===== src/rtl/axil_mem_arbiter.sv =====
// axil_mem_arbiter: lets two AXI-Lite masters (s0 = imem, s1 = dmem) share one AXI-Lite RAM.
// One read or write is in flight at a time; responses pass through unchanged.
// Build option: define AXIL_ARB_FIXED_PRIO_EN to make port 1 win every conflict (port 0 may
// starve). Without it, conflicts are resolved round-robin.
module axil_mem_arbiter #(
    parameter int unsigned ADDR_W = 32,
    parameter int unsigned DATA_W = 32,
    localparam int unsigned STRB_W = DATA_W / 8
) (
    input  logic              clk,
    input  logic              rst,
    // port 0 (instruction)
    input  logic [ADDR_W-1:0] s0_awaddr,
    input  logic              s0_awvalid,
    output logic              s0_awready,
    input  logic [DATA_W-1:0] s0_wdata,
    input  logic [STRB_W-1:0] s0_wstrb,
    input  logic              s0_wvalid,
    output logic              s0_wready,
    output logic [1:0]        s0_bresp,
    output logic              s0_bvalid,
    input  logic              s0_bready,
    input  logic [ADDR_W-1:0] s0_araddr,
    input  logic              s0_arvalid,
    output logic              s0_arready,
    output logic [DATA_W-1:0] s0_rdata,
    output logic [1:0]        s0_rresp,
    output logic              s0_rvalid,
    input  logic              s0_rready,
    // port 1 (data)
    input  logic [ADDR_W-1:0] s1_awaddr,
    input  logic              s1_awvalid,
    output logic              s1_awready,
    input  logic [DATA_W-1:0] s1_wdata,
    input  logic [STRB_W-1:0] s1_wstrb,
    input  logic              s1_wvalid,
    output logic              s1_wready,
    output logic [1:0]        s1_bresp,
    output logic              s1_bvalid,
    input  logic              s1_bready,
    input  logic [ADDR_W-1:0] s1_araddr,
    input  logic              s1_arvalid,
    output logic              s1_arready,
    output logic [DATA_W-1:0] s1_rdata,
    output logic [1:0]        s1_rresp,
    output logic              s1_rvalid,
    input  logic              s1_rready,
    // shared RAM
    output logic [ADDR_W-1:0] m_awaddr,
    output logic              m_awvalid,
    input  logic              m_awready,
    output logic [DATA_W-1:0] m_wdata,
    output logic [STRB_W-1:0] m_wstrb,
    output logic              m_wvalid,
    input  logic              m_wready,
    input  logic [1:0]        m_bresp,
    input  logic              m_bvalid,
    output logic              m_bready,
    output logic [ADDR_W-1:0] m_araddr,
    output logic              m_arvalid,
    input  logic              m_arready,
    input  logic [DATA_W-1:0] m_rdata,
    input  logic [1:0]        m_rresp,
    input  logic              m_rvalid,
    output logic              m_rready
);

    localparam logic [2:0] StIdle   = 3'd0;
    localparam logic [2:0] StRdAddr = 3'd1;
    localparam logic [2:0] StRdData = 3'd2;
    localparam logic [2:0] StWrAddr = 3'd3;
    localparam logic [2:0] StWrResp = 3'd4;

    logic [2:0] state_q, state_d;
    logic       grant_q, grant_d;
    logic       rr_ptr_q, rr_ptr_d;
    logic       aw_done_q, aw_done_d;
    logic       w_done_q, w_done_d;

    logic rdreq0, rdreq1, req0, req1, pick, pick_rd;

    // A write only counts as a request once both AW and W are pending.
    assign rdreq0  = s0_arvalid;
    assign rdreq1  = s1_arvalid;
    assign req0    = rdreq0 | (s0_awvalid & s0_wvalid);
    assign req1    = rdreq1 | (s1_awvalid & s1_wvalid);
`ifdef AXIL_ARB_FIXED_PRIO_EN
    assign pick    = req1;
`else
    assign pick    = (req0 & req1) ? rr_ptr_q : req1;
`endif
    assign pick_rd = pick ? rdreq1 : rdreq0;

    // Next-state logic: arbitration in idle, handshake tracking while a transaction is open.
    always_comb begin
        state_d   = state_q;
        grant_d   = grant_q;
        rr_ptr_d  = rr_ptr_q;
        aw_done_d = aw_done_q;
        w_done_d  = w_done_q;
        case (state_q)
            StIdle: begin
                if (req0 | req1) begin
                    grant_d = pick;
                    state_d = pick_rd ? StRdAddr : StWrAddr;
                end
            end
            StRdAddr: begin
                if (m_arready) state_d = StRdData;
            end
            StRdData: begin
                if (m_rvalid && m_rready) begin
                    state_d  = StIdle;
                    rr_ptr_d = ~grant_q;
                end
            end
            StWrAddr: begin
                aw_done_d = aw_done_q | (m_awvalid & m_awready);
                w_done_d  = w_done_q | (m_wvalid & m_wready);
                if (aw_done_d && w_done_d) begin
                    state_d   = StWrResp;
                    aw_done_d = 1'b0;
                    w_done_d  = 1'b0;
                end
            end
            StWrResp: begin
                if (m_bvalid && m_bready) begin
                    state_d  = StIdle;
                    rr_ptr_d = ~grant_q;
                end
            end
            default: state_d = StIdle;
        endcase
    end

    // Channel steering: only the granted port sees readies and responses; all quiet in reset.
    always_comb begin
        m_awaddr = '0; m_awvalid = 1'b0; m_wdata = '0; m_wstrb = '0; m_wvalid = 1'b0;
        m_bready = 1'b0; m_araddr = '0; m_arvalid = 1'b0; m_rready = 1'b0;
        s0_awready = 1'b0; s0_wready = 1'b0; s0_bresp = '0; s0_bvalid = 1'b0;
        s0_arready = 1'b0; s0_rdata = '0; s0_rresp = '0; s0_rvalid = 1'b0;
        s1_awready = 1'b0; s1_wready = 1'b0; s1_bresp = '0; s1_bvalid = 1'b0;
        s1_arready = 1'b0; s1_rdata = '0; s1_rresp = '0; s1_rvalid = 1'b0;
        if (rst) begin
            case (state_q)
                StRdAddr: begin
                    m_araddr  = grant_q ? s1_araddr : s0_araddr;
                    m_arvalid = 1'b1;
                    if (grant_q) s1_arready = m_arready;
                    else         s0_arready = m_arready;
                end
                StRdData: begin
                    if (grant_q) begin
                        s1_rdata = m_rdata; s1_rresp = m_rresp; s1_rvalid = m_rvalid;
                        m_rready = s1_rready;
                    end else begin
                        s0_rdata = m_rdata; s0_rresp = m_rresp; s0_rvalid = m_rvalid;
                        m_rready = s0_rready;
                    end
                end
                StWrAddr: begin
                    m_awaddr  = grant_q ? s1_awaddr : s0_awaddr;
                    m_wdata   = grant_q ? s1_wdata : s0_wdata;
                    m_wstrb   = grant_q ? s1_wstrb : s0_wstrb;
                    m_awvalid = ~aw_done_q;
                    m_wvalid  = ~w_done_q;
                    if (grant_q) begin
                        s1_awready = m_awready & ~aw_done_q;
                        s1_wready  = m_wready & ~w_done_q;
                    end else begin
                        s0_awready = m_awready & ~aw_done_q;
                        s0_wready  = m_wready & ~w_done_q;
                    end
                end
                StWrResp: begin
                    if (grant_q) begin
                        s1_bresp = m_bresp; s1_bvalid = m_bvalid; m_bready = s1_bready;
                    end else begin
                        s0_bresp = m_bresp; s0_bvalid = m_bvalid; m_bready = s0_bready;
                    end
                end
                default: ;
            endcase
        end
    end

    // State registers with synchronous active-low reset.
    always_ff @(posedge clk) begin
        if (!rst) begin
            state_q   <= StIdle;
            grant_q   <= 1'b0;
            rr_ptr_q  <= 1'b0;
            aw_done_q <= 1'b0;
            w_done_q  <= 1'b0;
        end else begin
            state_q   <= state_d;
            grant_q   <= grant_d;
            rr_ptr_q  <= rr_ptr_d;
            aw_done_q <= aw_done_d;
            w_done_q  <= w_done_d;
        end
    end

endmodule


===== config.mk =====
export PLATFORM = sky130hd
export DESIGN_NAME = axil_mem_arbiter
export DESIGN_NICKNAME = d
export VERILOG_FILES = /design/src/rtl/axil_mem_arbiter.sv
export SDC_FILE = /design/constraint.sdc
export NUM_CORES = 1
export LEC_CHECK = 0
export CAP_MARGIN = 0
export CORE_AREA = 2 2 172 174
export CTS_CLUSTER_SIZE = 40
export DETAILED_ROUTE_END_ITERATION = 6
export DIE_AREA = 0 0 174 176
export PLACE_DENSITY = 0.49
export SLEW_MARGIN = 40
export SYNTH_ARGS = -nofsm -noshare
export SYNTH_HDL_FRONTEND = slang
export SYNTH_SLANG_ARGS = --single-unit

===== constraint.sdc =====
create_clock -name clk -period 5.05 [get_ports clk]
set_input_delay 1.01 -clock clk [delete_from_list [all_inputs] [get_ports clk]]
set_output_delay 1.01 -clock clk [all_outputs]
set_load 0.005 [all_outputs]

== After elaboration in Yosys (flattened, before gate mapping) ==
Cells that the tools add are included.

* Logic and storage cells: 123
* Flip-flop bits (word level): 7
* Input port bits: 253

* Reductions and logical operators: 8
* Mux-type cells: 86
* Bitwise gates (word level): 15
* Eq/ne operators: 9

{| class="wikitable"
|+ Operator list
! cell !! count
|-
| $mux W32 || 15
|-
| $mux W1 || 48
|-
| $mux W2 || 13
|-
| $mux W3 || 5
|-
| $pmux W3 S5 || 1
|-
| $mux W4 || 3
|-
| $ne A2 B2 Y1 const B || 5
|-
| $and A1 B1 Y1 || 7
|-
| $eq A3 B2 Y1 const B || 2
|-
| $or A1 B1 Y1 || 5
|-
| $reduce_and A5 Y1 || 1
|-
| $eq A3 B1 Y1 const B || 1
|-
| $eq A3 B3 Y1 const B || 1
|-
| $logic_and A1 B1 Y1 || 3
|-
| $logic_not A3 Y1 || 1
|-
| $not A1 Y1 || 3
|-
| $reduce_and A3 Y1 || 1
|-
| $pmux W1 S2 || 1
|-
| $reduce_and A2 Y1 || 1
|-
| $reduce_bool A2 Y1 || 1
|}

== Longest topological paths before layout ==
Gate-level depths: netlist (run 1).

* Depth in word-level cells: 8
* Gate-level depth with buffers: 6
* Depth with buffers taken out: 5

== Least setup slack after synthesis (run 1) ==
No wires, ideal clock.

* Kind: input -> output
* From: in rst
* To: out s0_awready
* Data arrival time: 1.886 ns
* Setup slack: 2.154 ns
* Stages: 5
* Required time: 4.040 ns
* Path through: buf_2 -> nand2b_1 -> nor2_2 -> buf_2 -> and3b_1

* Word-level cells in the longest chain between the ends: 1

{| class="wikitable"
|+ RTL lines
! element !! RTL line !! text
|-
| start: declaration || 11 || <nowiki>input logic rst,</nowiki>
|-
| $mux W1 || 144 || <nowiki>if (rst) begin</nowiki>
|-
| end: declaration || 15 || <nowiki>output logic s0_awready,</nowiki>
|}

Every way passes these cells.

== Worst setup path in the final report (run 1) ==
* From: in rst
* To: out m_wdata[11]

* Word-level cells in the longest chain between the ends: 1

{| class="wikitable"
|+ RTL lines
! element !! RTL line !! text
|-
| $mux W32 || 144 ||
|-
| end: declaration || 52 || <nowiki>output logic [DATA_W-1:0] m_wdata,</nowiki>
|}

Every way passes these cells.

==> impl_metrics.yaml, run 1 <==
status:
  status: "finished clean"
floorplan:
  coreArea_sq_um: 28500
  dieWidth_microns: 174
  start_util_pct: 8.05
  die_h_microns: 176
  io_pins: 440
  die_area_sq_um: 30600
  row_count: 62
worst_setup_path:
  cp.required_ps: 4040
  worstPathArrival_ps: 3250
  cp_slowest_cell: "clkdlybuf4s50_1"
  path_max_fanout: 70
  path_buf_inv: 4
  path_delay_family: "buffers and inverters"
  crit_path_end_kind: "output port"
  r2r_slack_ps: 3110
  setup.worst_path.start_class: "input port"
  crit_path_frequent_cell: "clkdlybuf4s50_1"
  path_class: "in -> out"
  worstPathCellList: "clkdlybuf4s50_1 -> buf_4 -> nand2_1 -> nor2_4 -> buf_12 -> a22o_1 -> clkdlybuf4s50_1"
  critPathMaxStageDelay_ps: 530
route:
  antenna_left: 0
  wl_per_cell_microns: 16.7
  drc_errors: 0
  drt_iter0_markers: 141
  drt-total-wl_mm: 18.8
  vias: 4088
  via_per_inst: 3.63
  drt_pass1_iterations: 4
power:
  pwr-share-seq_pct: 9.5
  p_total_mw: 1.01
  p_switching_uw: 342
  powerDensity_nw_per_um2: 140
  p_comb_share_pct: 77.2
  p_int_uw: 666
  p_clk_share_pct: 13.3
  leakage_nw: 2.56
  ir_worst_vdd_uv: 90.2
  power_switching_share_pct: 33.9
yosys:
  yosys_warnings: 0
  syn_nets: 574
  synth-seq-cells: 7
  synthDistinctLibCells: 37
  syn_avg_cell_area_sq_um: 7.16
  syn_inst: 321
  synth_area_sq_um: 2300
  yosysSeqAreaShare_pct: 6.10
grt:
  grt_pass1_vias: 4131
  grt_antenna_before_repair: 2
  grt_use_total_pct: 11.3
  grt-ovfl-total: 0
  grt_max_degree: 71
  grt_pass1_wl_mm: 26.7
sta:
  max_freq_ghz: 0.235
  fin_setup_tns_ps: 0
  fin_skew_ps: 1.59
  setup_viol: 0
  slew_violations: 0
  worst_slack_ps: 789
  rsz0062_at_grt: "no"
  worstMarginPinSlew_ps: 649
  hold_viol: 0
  fin_crit_ps: 4260
  relSlewSlack_pct: 56.7
  period_share_pct: 84.4
placement:
  pre_cts_slack_ps: 814
  gp_congestion: 0.813
  place_hpwl_mm: 16.1
  io_buffer_count: 439
cells_and_area:
  nets: 995
  drive_above_1_share_pct: 3.37
  area_delta_synth_final_pct: 213
clocking:
  cts_sinks: 7
  clock_latency_ps: 230
  postCtsSetupBuffers: 0
  htree_levels: 1
  cts_buffers: 3
  clk_pin_slew_ps: 40
  cts_tree: "built"
  clockBufferDepth: 2
  cts_hold_buffers: 0
  root_buffer: "clkbuf_16"
  cts_resized: 0
hold_path:
  worstHoldPathType: "reg -> reg"
flow_run:
  max_cap_viol_count: 0
-- cells in the final DEF (no fill, tap or decap), types with 3 or more instances in the layout --
master	netlist	routed
mux2i_1	34	34
a21oi_1	6	6
dfxtp_1	7	6
nand2_1	10	10
o21ai_0	4	4
nand3_1	4	4
a22o_1	68	68
and2_1	76	76
nor2_4	2	4
and3b_1	4	4
buf_4	1	6
buf_12	0	3
nor2_1	46	46
clkbuf_16	0	3
clkdlybuf4s50_1	0	439
a21o_1	3	3
-- through the flow --
stage          instances  utilization (%)  cell area (sq um)  hold WS [ps]
2_1_floorplan        321                -               2300           462
3_3_place_gp        1121             24.9               7120           506
3_5_place_dp        1121             24.9               7120           508
4_1_cts             1125             25.2               7200           510
5_1_grt             1127             25.2               7200           521
6_report            1127             25.2               7200           507
-- kinds of logic after synthesis --
family                 share of synthesized area [%]
AOI/OAI and AO/OA                               33.8
buffers and inverters                           7.73
DFF                                             6.10
muxes                                           15.8
and+or+nand+nor                                 36.6
-- worst register-to-register path, stage by stage (launching register included) --
cell	delay [ps]
dfxtp_2	320
buf_4	500
mux2_2	470
a31o_4	270
o311ai_4	90
mux2i_1	210
-- power by group through the flow --
| stage | logic (mW) | registers (mW) | clock network (mW) |
|---|---|---|---|
| floorplan | 0.328 | 0.0778 | 0 |
| global placement | 0.789 | 0.0970 | 0 |
| detailed placement | 0.787 | 0.0972 | 0 |
| CTS | 0.791 | 0.0958 | 0.137 |
| global route | 0.841 | 0.0996 | 0.140 |
| finish | 0.778 | 0.0958 | 0.134 |
-- synth_stat cells (all sizes together) --
cell type,n,area [sq um]
and2,76,475
a22o,68,596
nor2,50,208
mux2i,34,340
buf,22,125
clkbuf,10,45.0
nand2,10,37.5
dfxtp,7,140
a21oi,6,30.0
o21ai,5,28.8
and3b,4,35.0
nand3,4,20.0
a21o,3,22.5
a31o,3,35.0
a21boi,2,15.0
inv,2,7.51
mux2,2,22.5
o311ai,2,35.0
or3b,2,20.0
a31oi,1,6.26
and2b,1,7.51
and3,1,6.26
nand2b,1,6.26
nand3b,1,7.51
nor2b,1,6.26
nor3,1,5.00
nor4,1,6.26
o41ai,1,8.76
-- cell type report --
| cell class | instances | area, sq um |
|---|---|---|
| Sequential cell | 7 | 141 |
| Clock buffer | 4 | 78.8 |
| Tap cell | 384 | 480 |
| Antenna cell | 2 | 5.00 |
| Fill cell | 3159 | 21300 |
| Inverter | 2 | 7.51 |
| Multi-Input combinational cell | 280 | 1990 |
| Timing Repair Buffer | 448 | 4500 |
-- state kept, by name (all words and copies together), names as in the netlist --
| signal | count |
|---|---|
| w_done_q | 1 |
| grant_q | 1 |
| state_q | 3 |
| aw_done_q | 1 |
| rr_ptr_q | 1 |
-- worst paths after layout --
check | cells after the start | to | start
max | 7 | m_wdata[11] | rst
min | 2 | rr_ptr_q | rr_ptr_q
max reg2reg | 5 | state_q[0] | grant_q
min reg2reg | 2 | rr_ptr_q | rr_ptr_q
-- layer usage --
| layer | vias to the layer above | GRT usage (%) | routed length (microns) |
|---|---|---|---|
| li1 | 2002 | - | - |
| met1 | 1848 | 13.5 | 7500 |
| met2 | 234 | 20.8 | 9630 |
| met3 | 4 | 2.95 | 1570 |
| met4 | 0 | 1.40 | 80 |
| met5 | - | 0 | 0 |
Power figures use the tool's default switching activity.
==> run 2, diff against run 1 <==
- CORE_AREA: 2 2 172 174 -> 2 2 171 173
- DIE_AREA: 0 0 174 176 -> 0 0 173 175
- clock period: 5.05 -> 4.1 ns (I/O delays scaled with it)
==> impl_metrics.yaml, run 2 (synthesis results as in run 1) <==
status:
  status: "finished clean"
worst_setup_path:
  worstReg2RegStart: "grant_q"
  ff2ff_path_depth: 5
  crit_path_end_kind: "output port"
  cp.required_ps: 3280
  crit-reg2reg-capture: "rr_ptr_q"
  cp-endpoint: "m_wdata[3]"
  path_class: "in -> out"
  setup.worst_path.start_class: "input port"
  r2r_slack_ps: 1950
  worstPathArrival_ps: 2800
  startpoint: "rst"
  path_max_fanout: 70
clocking:
  cts_resized: 0
  postCtsSetupBuffers: 0
  cts_tree: "built"
  htree_levels: 1
  cts_hold_buffers: 0
  clock_latency_ps: 230
  clockBufferDepth: 2
  root_buffer: "clkbuf_16"
  cts_buffers: 3
  cts_sinks: 7
  clk_pin_slew_ps: 40
floorplan:
  start_util_pct: 8.10
  io_pins: 440
  dieWidth_microns: 173
  row_count: 62
  die_area_sq_um: 30300
  die_h_microns: 175
  coreArea_sq_um: 28400
grt:
  grt_pass1_wl_mm: 26.6
  grt_max_degree: 71
  grt_pass1_vias: 4014
  grt-ovfl-total: 0
  grt_use_total_pct: 11.5
  grt_antenna_before_repair: 6
power:
  leakage_nw: 2.55
  p_total_mw: 1.24
  ir_worst_vdd_uv: 167
  powerDensity_nw_per_um2: 173
sta:
  relSlewSlack_pct: 66.9
  period_share_pct: 88.2
  slew_violations: 0
  setup_viol: 0
  fin_setup_tns_ps: 0
  max_freq_ghz: 0.277
  fin_crit_ps: 3620
  fin_skew_ps: 1.85
  hold_viol: 0
  rsz0062_at_grt: "no"
  worstMarginPinSlew_ps: 491
cells_and_area:
  largest-register: "state_q"
  area_delta_synth_final_pct: 213
  post-route-cell-area_sq_um: 7190
  multi_input_area_sq_um: 1990
  final_common_cell: "clkdlybuf4s50_1"
  final_util_pct: 25.3
  drive_above_1_share_pct: 3.11
  layout_common_cells: "439 x clkdlybuf4s50_1, 76 x and2_1, 68 x a22o_1"
  n_fill_cell: 3137
  nets: 993
  largest_reg_flops: 3
  regArea_sq_um: 141
placement:
  gp_congestion: 0.838
  dpl_cell_area_sq_um: 7090
  place_hpwl_mm: 16.3
  io_buffer_count: 439
route:
  antenna_left: 0
  drt_iter0_markers: 135
  vias: 4026
  wl_per_cell_microns: 16.9
  drt-total-wl_mm: 19.1
  via_per_inst: 3.56
  drc_errors: 0
  drt_pass1_iterations: 4
flow_run:
  max_cap_viol_count: 0
hold_path:
  worstHoldPathType: "reg -> reg"
run 2: cell count changes in the layout (fill, tap and decap cells not counted), sizes merged:
cell   previous run  this run
diode             2         7
buf               9         7
run 2: per-layer routing:
metal	up-vias	part of all wire, %	track usage [%]
li1	2006	-	-
met1	1797	39	12.5
met2	203	51	21.1
met3	20	7.2	3.46
met4	0	2.8	4.38
met5	-	0	0
run 2: final cells by class:
class	count	share of cell area, %
Tap cell	384	6.68
Clock buffer	4	1.10
Multi-Input combinational cell	280	27.7
Antenna cell	7	0.244
Timing Repair Buffer	446	62.2
Sequential cell	7	1.97
Inverter	2	0.104
run 2: how the worst min path moves through the flow:
stage | from | endpoint | cells past startpoint
floorplan | rr_ptr_q | rr_ptr_q | 2
global route | rr_ptr_q | rr_ptr_q | 2
finish | rr_ptr_q | rr_ptr_q | 2
global placement | rr_ptr_q | rr_ptr_q | 2
detailed placement | rr_ptr_q | rr_ptr_q | 2
CTS | rr_ptr_q | rr_ptr_q | 2
run 2: through the flow:
stage	hold WS (ps)	cells	setup slack (ps)
global route	530	1129	385
CTS	501	1123	464
global placement	486	1119	477
floorplan	462	321	1580
detailed placement	493	1119	473
finish	508	1130	484
run 2: power by group:
| group | internal, mW | switching (mW) |
|---|---|---|
| Sequential | 0.0858 | 0.0444 |
| Combinational | 0.601 | 0.342 |
| Clock | 0.130 | 0.0397 |
run 2: critical path, cell delays in order:
cell and delay [ps]:
clkdlybuf4s50_1 500, nand2_1 160, nor2_4 170, buf_12 290
a22o_1 220, clkdlybuf4s50_1 600
